[config.mk]
export PLATFORM = sky130hd
export DESIGN_NAME = sram_like_arbiter
export DESIGN_NICKNAME = d
export VERILOG_FILES = /design/src/rtl/sram_like_arbiter.sv
export SDC_FILE = /design/constraint.sdc
export NUM_CORES = 1
export LEC_CHECK = 0
export BUFFER_PORTS_ARGS = -buffer_cell sky130_fd_sc_hd__clkbuf_2
export CAP_MARGIN = 20
export CORE_AREA = 2 2 121 123
export CTS_CLUSTER_SIZE = 28
export DETAILED_ROUTE_END_ITERATION = 12
export DIE_AREA = 0 0 123 125
export GPL_TIMING_DRIVEN = 0
export PLACE_DENSITY = 0.57
export SLEW_MARGIN = 20
export SYNTH_ARGS = -nofsm -noshare
export SYNTH_HDL_FRONTEND = slang
export SYNTH_SLANG_ARGS = --single-unit
[constraint.sdc]
create_clock -name clk -period 3.9 [get_ports clk]
set_clock_uncertainty 0.1 [all_clocks]
set_input_delay 0.195 -clock clk [delete_from_list [all_inputs] [get_ports clk]]
set_output_delay 0.195 -clock clk [all_outputs]
set_load 0.01 [all_outputs]
[src/rtl/sram_like_arbiter.sv]
// Two-to-one sram-like arbiter: inst/data share one master port, with an in-order tag FIFO routing responses.
// Define ARB_RR_EN for round-robin tie-breaking; the default build uses fixed data-over-inst priority.
module sram_like_arbiter #(
    parameter int DEPTH = 4,
    parameter int CNT_W = 3
) (
    input  logic        clk,
    input  logic        rst,
    input  logic        inst_req,
    input  logic        inst_wr,
    input  logic [1:0]  inst_size,
    input  logic [31:0] inst_addr,
    input  logic [31:0] inst_wdata,
    output logic        inst_addr_ok,
    output logic        inst_data_ok,
    output logic [31:0] inst_rdata,
    input  logic        data_req,
    input  logic        data_wr,
    input  logic [1:0]  data_size,
    input  logic [31:0] data_addr,
    input  logic [31:0] data_wdata,
    output logic        data_addr_ok,
    output logic        data_data_ok,
    output logic [31:0] data_rdata,
    output logic        m_req,
    output logic        m_wr,
    output logic [1:0]  m_size,
    output logic [31:0] m_addr,
    output logic [31:0] m_wdata,
    input  logic        m_addr_ok,
    input  logic        m_data_ok,
    input  logic [31:0] m_rdata
);

    localparam int PW = $clog2(DEPTH);

    typedef enum logic {IDLE, HOLD} state_t;
    typedef enum logic {SRC_INST = 1'b0, SRC_DATA = 1'b1} src_t;

    state_t           state, state_nx;
    src_t             hold_src, hold_src_nx, sel, head;
    src_t             tags [DEPTH];
    logic [PW-1:0]    rd_ptr, wr_ptr;
    logic [CNT_W-1:0] count;
    logic             full, push, pop;
`ifdef ARB_RR_EN
    src_t             rr_last;
`endif

    always_comb begin
        full = (count == CNT_W'(DEPTH));

        // A held grant is never re-arbitrated; sel also steers the master fields.
        sel = SRC_INST;
        if (state == HOLD) begin
            sel = hold_src;
        end else if (data_req && inst_req) begin
`ifdef ARB_RR_EN
            sel = (rr_last == SRC_INST) ? SRC_DATA : SRC_INST;
`else
            sel = SRC_DATA;
`endif
        end else if (data_req) begin
            sel = SRC_DATA;
        end

        m_req       = 1'b0;
        push        = 1'b0;
        state_nx    = state;
        hold_src_nx = hold_src;
        if (!rst && !full) begin
            if (state == HOLD) begin
                m_req = 1'b1;
                if (m_addr_ok) begin
                    push     = 1'b1;
                    state_nx = IDLE;
                end
            end else if (inst_req || data_req) begin
                m_req = 1'b1;
                if (m_addr_ok) begin
                    push = 1'b1;
                end else begin
                    state_nx    = HOLD;
                    hold_src_nx = sel;
                end
            end
        end

        inst_addr_ok = push && (sel == SRC_INST);
        data_addr_ok = push && (sel == SRC_DATA);

        m_wr    = (sel == SRC_DATA) ? data_wr    : inst_wr;
        m_size  = (sel == SRC_DATA) ? data_size  : inst_size;
        m_addr  = (sel == SRC_DATA) ? data_addr  : inst_addr;
        m_wdata = (sel == SRC_DATA) ? data_wdata : inst_wdata;

        // Pop reads the pre-edge head, so a same-cycle push is never answered early.
        head         = tags[rd_ptr];
        pop          = !rst && m_data_ok && (count != '0);
        inst_data_ok = pop && (head == SRC_INST);
        data_data_ok = pop && (head == SRC_DATA);
    end

    assign inst_rdata = m_rdata;
    assign data_rdata = m_rdata;

    always_ff @(posedge clk) begin
        if (rst) begin
            state    <= IDLE;
            hold_src <= SRC_INST;
            rd_ptr   <= '0;
            wr_ptr   <= '0;
            count    <= '0;
`ifdef ARB_RR_EN
            rr_last  <= SRC_INST;
`endif
        end else begin
            state    <= state_nx;
            hold_src <= hold_src_nx;
            if (push) wr_ptr <= wr_ptr + 1'b1;
            if (pop)  rd_ptr <= rd_ptr + 1'b1;
            case ({push, pop})
                2'b10:   count <= count + 1'b1;
                2'b01:   count <= count - 1'b1;
                default: count <= count;
            endcase
`ifdef ARB_RR_EN
            if (push) rr_last <= sel;
`endif
        end
    end

    always_ff @(posedge clk) begin
        if (push) tags[wr_ptr] <= sel;
    end

endmodule

# == After elaboration in Yosys (flattened, before gate mapping) ==
# Memories as Yosys holds them, arrays and structs flattened. A register that Yosys moved wholly into a read port is not among the register bits.
# Index checks and enable logic that the tools add are counted.
# totals
ff_bits,9
n_memories,1
output_inout_bits,136
ramBits,4
# memory_table
memory,depth,width,rd,rd_ports_with_merged_regs,wr,line_no,source
tags,4,1,1,1,1,42,src_t tags [DEPTH];
# op_classes
addsub,4
eq_ne,3
n_reduce_logical,14
mux,22
n_bitwise,4
# op_table
cell,n
$mux 32,2
$mux 1,16
$logic_and 1x1->1,8
$mux 2,3
$pmux 3 s2,1
$add 2x1->2 const B,2
$not 1->1,4
$reduce_and 4->1,1
$add 3x1->3 const B,1
$eq 3x3->1 const B,1
$reduce_bool 3->1,1
$sub 3x1->3 const B,1
$eq 2x1->1 const B,1
$eq 2x2->1 const B,1
$logic_not 1->1,2
$reduce_bool 2->1,1
$logic_or 1x1->1,1

# == Logic depth before layout (Yosys ltp) ==
# Gate-level depths: netlist (run 1).
# depth
ltp_word,6
depth_mapped,9
ltp_nobuf,9

# == Worst setup path after synthesis (run 1) ==
# Ideal clock, no wire load.
# synth_timing
kind,register to register
from,reg count[1]
to,reg count[2]
slack_ns,1.648
stages_incl_launch_ff,10
setup_ns,0.071
t_arrival_ns,2.081
synth_period_minus_slack_ns,2.252
t_required_ns,3.729
cell_sequence,dfxtp_1 > nor3b_2 > nor4_2 > inv_1 > ha_1 > inv_1 > fa_1 > xor2_1 > or3_1 > a21oi_1
# synth_between
elab_chain_cells,6
elab_cells_between_ends,12
# synth_rtl
element,line_no,source
"start, declared",44,logic [CNT_W-1:0] count;
"start signal, assigned",123,2'b10: count <= count + 1'b1;
"start signal, assigned",124,2'b01: count <= count - 1'b1;
"start signal, assigned",125,default: count <= count;
$eq 3x3->1,51,full = (count == CNT_W'(DEPTH));
$logic_not 1->1,71,if (!rst && !full) begin
$logic_and 1x1->1,71,
$mux 1,71,
$eq 2x1->1 / $eq 2x2->1 (equally long branches),122,"case ({push, pop})"
$pmux 3 s2 / $reduce_bool 2->1 (equally long branches),-,
# Parallel ways exist; a longest one is shown, timed or not.
# A chain may end at the register's enable or synchronous reset.

# == Final worst setup path (run 1) ==
# layout_timing
from,reg state
to,out m_wdata[18]
# layout_between
elab_chain_cells,2
# layout_rtl
element,line_no,source
"start, declared",40,"state_t state, state_nx;"
"start signal, assigned",118,state <= state_nx;
$mux 1,55,if (state == HOLD) begin
$mux 32,95,m_wdata = (sel == SRC_DATA) ? data_wdata : inst_wdata;
"end, declared",29,"output logic [31:0] m_wdata,"
# No other way between the ends.

==> results of run 1 <==
==> kinds of logic after synthesis <==
logic type                 share of synthesized area, %
AOI/OAI and AO/OA                                  3.32
xor gates and xnor gates                          0.860
adders and majority gates                          4.05
buffers and inverters                              27.7
DFF                                                16.7
muxes                                              39.6
and+or+nand+nor                                    7.74
==> synthesized netlist by cell type (all sizes together) <==
cell type  number
buf            71
mux2           67
dfxtp          11
inv            11
nor2            8
a21oi           6
and2            5
ha              5
edfxtp          4
nor3            4
mux2i           3
nand2           2
nor3b           2
o21ai           2
or3             2
xor2            2
clkbuf          1
fa              1
mux4            1
nand2b          1
nor4            1
o221a           1
o31ai           1
o41ai           1
or4             1
or4b            1
==> worst reg2reg max path: stages, from the launching register on <==
cell and delay (ns):
dfxtp_1 0.35, nor3b_2 0.46, nor4_2 0.13, inv_1 0.19
ha_1 0.22, inv_1 0.06, fa_1 0.38, xor2_1 0.16
or3_1 0.30, a21oi_1 0.13
==> layout make-up <==
class	instances	share of cell area [%]
buffer	72	14.1
clock buffer	3	2.02
clock inverter	1	0.134
inverter	11	1.11
multi-input combinational	117	30.4
sequential	15	9.14
tap	184	6.18
timing repair buffer	275	36.9
==> power breakdown <==
part	internal [W]	switching, W
clock	0.000137	0.0000595
sequential	0.000171	0.00000845
combinational	0.000244	0.000204
==> stage by stage <==
stage	worst slack (ns)	utilization, %	cell area [sq um]	cells
after global routing	0.966	26.2	3720	678
after detailed placement	1.35	25.7	3640	674
final	1.28	26.2	3720	678
after floorplan	1.65	-	2040	215
after CTS	1.08	26.2	3720	678
after global placement	1.34	25.7	3640	674
==> per-layer routing <==
metal	up-vias	GRT usage, %	routed length (microns)
li1	1233	-	-
met1	1082	14.6	3990
met2	116	18.0	4230
met3	5	1.55	501
met4	0	0.802	25
met5	-	0	0
==> path summary, 6_finish.rpt <==
kind	from	endpoint	cells after the start	slack, ns
worst max register to register	count[2]	count[2]	9	1.35
worst min register to register	hold_src	hold_src	2	0.38
worst max-delay path	state	m_wdata[18]	5	1.28
worst min-delay path	m_addr_ok	hold_src	3	0.17
==> impl_metrics.ini, run 1 <==
[synthesis]
syn_nets = 393
synth_top_area_share_pct = 32.6
yosysUniqueCellTypes = 29
syn_area_per_cell_sq_um = 9.48
ys.warnings.count = 0
syn_area_sq_um = 2040
synth_sequential_area_ratio_pct = 16.7
syn_inst = 215
yosys.area.top_type = mux2_2
synthTopCellsByArea = mux2_2, buf_4, dfxtp_1
ys_ff_latch = 15

[critical_path]
cpLargestDelayFamily = multiplexers
critPathKind = reg -> out
start_kind = register
cp.arrival_ns = 2.33
cpPeakStageDelay_ns = 0.64
crit_path_max_fanout = 10
critical_path.cell_chain = mux2i_1 > buf_4 > buf_4 > mux2_1 > clkbuf_2
crit_top_cell = buf_4
required_ns = 3.61
critPathSlowestCell = mux2i_1
crit_path_end_kind = output pin
worst-path-buf-inv = 3

[finish]
ff_latch_area_sq_um = 340
drive_above_1_share_pct = 83.8
final_common_cell = clkbuf_2
multi_input_area_sq_um = 1130
num_antenna_cells = 0
fillers = 1598
syn_to_final_growth_pct = 82.8
nets = 673
mostFrequentLayoutCells = clkbuf_2, buf_4, mux2_2, inv_1, dfxtp_1

[clocking]
cts_resized = 0
clock-sinks = 15
holdBufCountCts = 0
cts_tree = done
cts_max_level = 1
cts_made_buffers = 3
clk_pin_slew_ns = 0.05
clockBufferDepth = 2
cts_root_buf = clkbuf_16
clock_latency_ns = 0.24
post-cts-setup-buffer-count = 0

[global_routing]
grtUsageTotal_pct = 10.6
grt_antenna_before_repair = 0
grt_pass1_wl_microns = 12600
grt_max_degree = 11
grt_pass1_vias = 2354
grt_overflow = 0

[floorplanning]
pin_count = 308
die_h_microns = 125
core_sq_um = 14200
die_area_sq_um = 15400
die_w_microns = 123
rows = 44
start_util_pct = 14.3

[routing]
ant_nets = 0
drt_iter0_markers = 61
via_per_inst = 3.59
drc = 0
drt-total-wl_microns = 8740
vias = 2436
dr.pass1.iters = 4
wire_per_inst_microns = 12.9

[sta]
fin_tns_setup_ns = 0
setup_viol = 0
fmaxAchievable_mhz = 381
relSlewSlack_pct = 51.6
worst_hold_slack_ns = 0.166
rsz0062_at_grt = no
fin_crit_ns = 2.62
finalHoldViolCount = 0
min_period_over_period_pct = 67.3
slew_viol_final = 0
worst_slew_pin_slew_ns = 0.706

[job]
maxCapViolCount = 0

[pwr]
power.density_nw_per_um2 = 221
p_total_w = 0.000823
total_leakage_power_nw = 2.08
peakVddDrop_mv = 0.125

[placed_design]
hpwlAfterDp_microns = 7960
portBuffers = 275
place.gp.congestion = 0.799

[hold_path]
hp-class = in -> reg

[run_status]
outcome = completed
No activity file was read; power rests on OpenSTA's default activity.
==> run 2, diff against run 1 <==
ABC_AREA = 1   (was default)
CORE_AREA = 2 2 120 122   (was 2 2 121 123)
DIE_AREA = 0 0 122 124   (was 0 0 123 125)
PLACE_DENSITY = 0.6   (was 0.57)
clock period = 2.3 ns   (was 3.9 ns; I/O delays follow)
==> run 2 against run 1 <==
Worst setup slack worse by 1.0 ns. Cell count is 24% higher. Synthesized area rose by 3.4%. Combinational power up 79%. Non-clock buffer count rose by 7. Clock power rose by 71%. Register-to-register slack worse by 1.1 ns. First-iteration DRC count increased by 33%. Die area shrank 1.6%. Via count increased by 26%. Global-route usage shrank 0.38 points. Highest routed layer unchanged.
==> impl_metrics.ini, run 2 <==
[job]
maxCapViolCount = 0

[synthesis]
synth_sequential_area_ratio_pct = 16.1
synth_edf_count = 4
syn_inst = 382
yosysUniqueCellTypes = 22
yosysMostFrequentCell = nand2_1
syn_area_sq_um = 2110
syn_area_per_cell_sq_um = 5.52
synth-simple-area-share_pct = 43.9
synth_flop_cell = dfxtp_1
synth_top_area_share_pct = 38.1
yosys.area.top_type = nand2_1
synth.area.mux_share_pct = 0
synthTopCellsByArea = nand2_1, buf_4, dfxtp_1
synth-compound-area-share_pct = 4.87
synth_adder_area_share_pct = 3.92
synthArstFlopShare_pct = 0
ys.warnings.count = 0
synth_xor_area_share_pct = 0
synth_top_cells_by_count = nand2_1, buf_4, inv_1
synth_top_family_by_area = simple AND/OR/NAND/NOR gates
ys_ff_latch = 15
syn_nets = 560

[sta]
rsz0062_at_grt = no
fin_crit_ns = 2.05
finalWorstSetupSlack_ns = 0.249
worst_slew_pin_slew_ns = 0.399
relSlewSlack_pct = 73.4
fmaxAchievable_mhz = 488
finalHoldViolCount = 0
fin_tns_setup_ns = 0
min_period_over_period_pct = 89.2
slew_viol_final = 0
setup_viol = 0

[clocking]
clockBufferDepth = 2
clock_latency_ns = 0.24
clock-sinks = 15
cts_root_buf = clkbuf_16
cts_made_buffers = 3
holdBufCountCts = 0
cts_tree = done
cts_max_level = 1
clk_pin_slew_ns = 0.05

[placed_design]
hpwlAfterDp_microns = 8090
dp_slack_ns = 0.174
portBuffers = 275
place.gp.congestion = 0.748

[finish]
syn_to_final_growth_pct = 80.2
finish.utilization_pct = 27.7
multi_input_area_sq_um = 1120
final_common_cell = clkbuf_2
nets = 840
drive_above_1_share_pct = 54.9
mostFrequentLayoutCells = clkbuf_2, nand2_1, buf_4, inv_1, nor2_1
fillers = 1567
ff_latch_area_sq_um = 340
num_antenna_cells = 0

[routing]
via_per_inst = 3.65
ant_nets = 0
drt-total-wl_microns = 9170
vias = 3070
wire_per_inst_microns = 10.9
drt_iter0_markers = 81
drc = 0
dr.pass1.iters = 6

[floorplanning]
die_w_microns = 122
die_area_sq_um = 15100
die_h_microns = 124
pin_count = 308
start_util_pct = 15.4
rows = 43
core_sq_um = 13700

[critical_path]
crit_path_end_kind = register
critPathKind = reg -> reg
crit_path_max_fanout = 9
required_ns = 2.33
cp.arrival_ns = 2.08
start_kind = register
r2r.worst_path.cells = 10

[pwr]
total_leakage_power_nw = 2.51
peakVddDrop_mv = 0.207
power.density_nw_per_um2 = 380

[run_status]
outcome = completed

[global_routing]
grt_overflow = 0
grtUsageTotal_pct = 10.2
grt_antenna_before_repair = 0
grt_max_degree = 14
grt_pass1_wl_microns = 12200
grt_pass1_vias = 2474

[hold_path]
hold_path_depth = 4
hp-class = in -> reg
[run 2: worst max-delay path, stage by stage (launching register included)]
cell	delay, ns
dfxtp_1	0.33
nor2_2	0.21
a21oi_4	0.13
nand2_2	0.16
ha_1	0.19
inv_1	0.06
fa_1	0.38
nand2_1	0.08
nand3_1	0.09
o21ai_0	0.15
a21oi_1	0.06
[run 2: final timing paths]
path             start        to  slack, ns
min reg2reg   hold_src  hold_src       0.39
max           count[1]  count[2]       0.25
min          m_addr_ok     state       0.07
max reg2reg   count[1]  count[2]       0.25
[run 2: what timing repair did]
action                                  4_1_cts  5_1_grt
endpoints found under the setup margin        0        1
setup buffers                                 0        0
gates resized for setup                       0        2
[run 2: power by group]
part | internal [W] | switching (W)
registers | 0.000289 | 0.0000134
clock network | 0.000232 | 0.000104
logic | 0.000375 | 0.000429
total | 0.000896 | 0.000546
[run 2: area by class of cell]
type / instances / share of cell area, %
Timing Repair Buffer: 275 / 36.2
Multi-Input combinational cell: 265 / 29.5
Buffer: 79 / 15.0
Sequential cell: 15 / 8.96
Tap cell: 180 / 5.93
Inverter: 23 / 2.27
Clock buffer: 3 / 1.98
Clock inverter: 1 / 0.132
[run 2: per-stage QoR]
step	hold slack (ns)	cells	power (W)	instance area [sq um]
final	0.0661	841	0.00144	3800
after global routing	0.0920	841	0.00156	3800
after CTS	0.0680	841	0.00146	3790
after detailed placement	0.318	837	0.00112	3710
after global placement	0.318	837	0.00112	3710
after floorplan	0.202	382	0.000738	2110
[run 2: metal layers]
| metal | global-route usage [%] | vias to the layer above | part of all wire (%) | routed length, microns |
|---|---|---|---|---|
| met3 | 1.37 | 3 | 7.9 | 724 |
| met1 | 13.7 | 1262 | 42 | 3880 |
| met5 | 0 | - | 0 | 0 |
| li1 | - | 1644 | - | - |
| met2 | 17.8 | 161 | 49 | 4540 |
| met4 | 1.08 | 0 | 0.35 | 32 |
[run 2: cell families (layout without fill, tap and decap cells)]
| family | Yosys count | after routing |
|---|---|---|
| simple gates | 241 | 241 |
| buf+inv | 102 | 381 |
| compound gates | 18 | 18 |
| flops | 15 | 15 |
| fa+ha+maj | 6 | 6 |
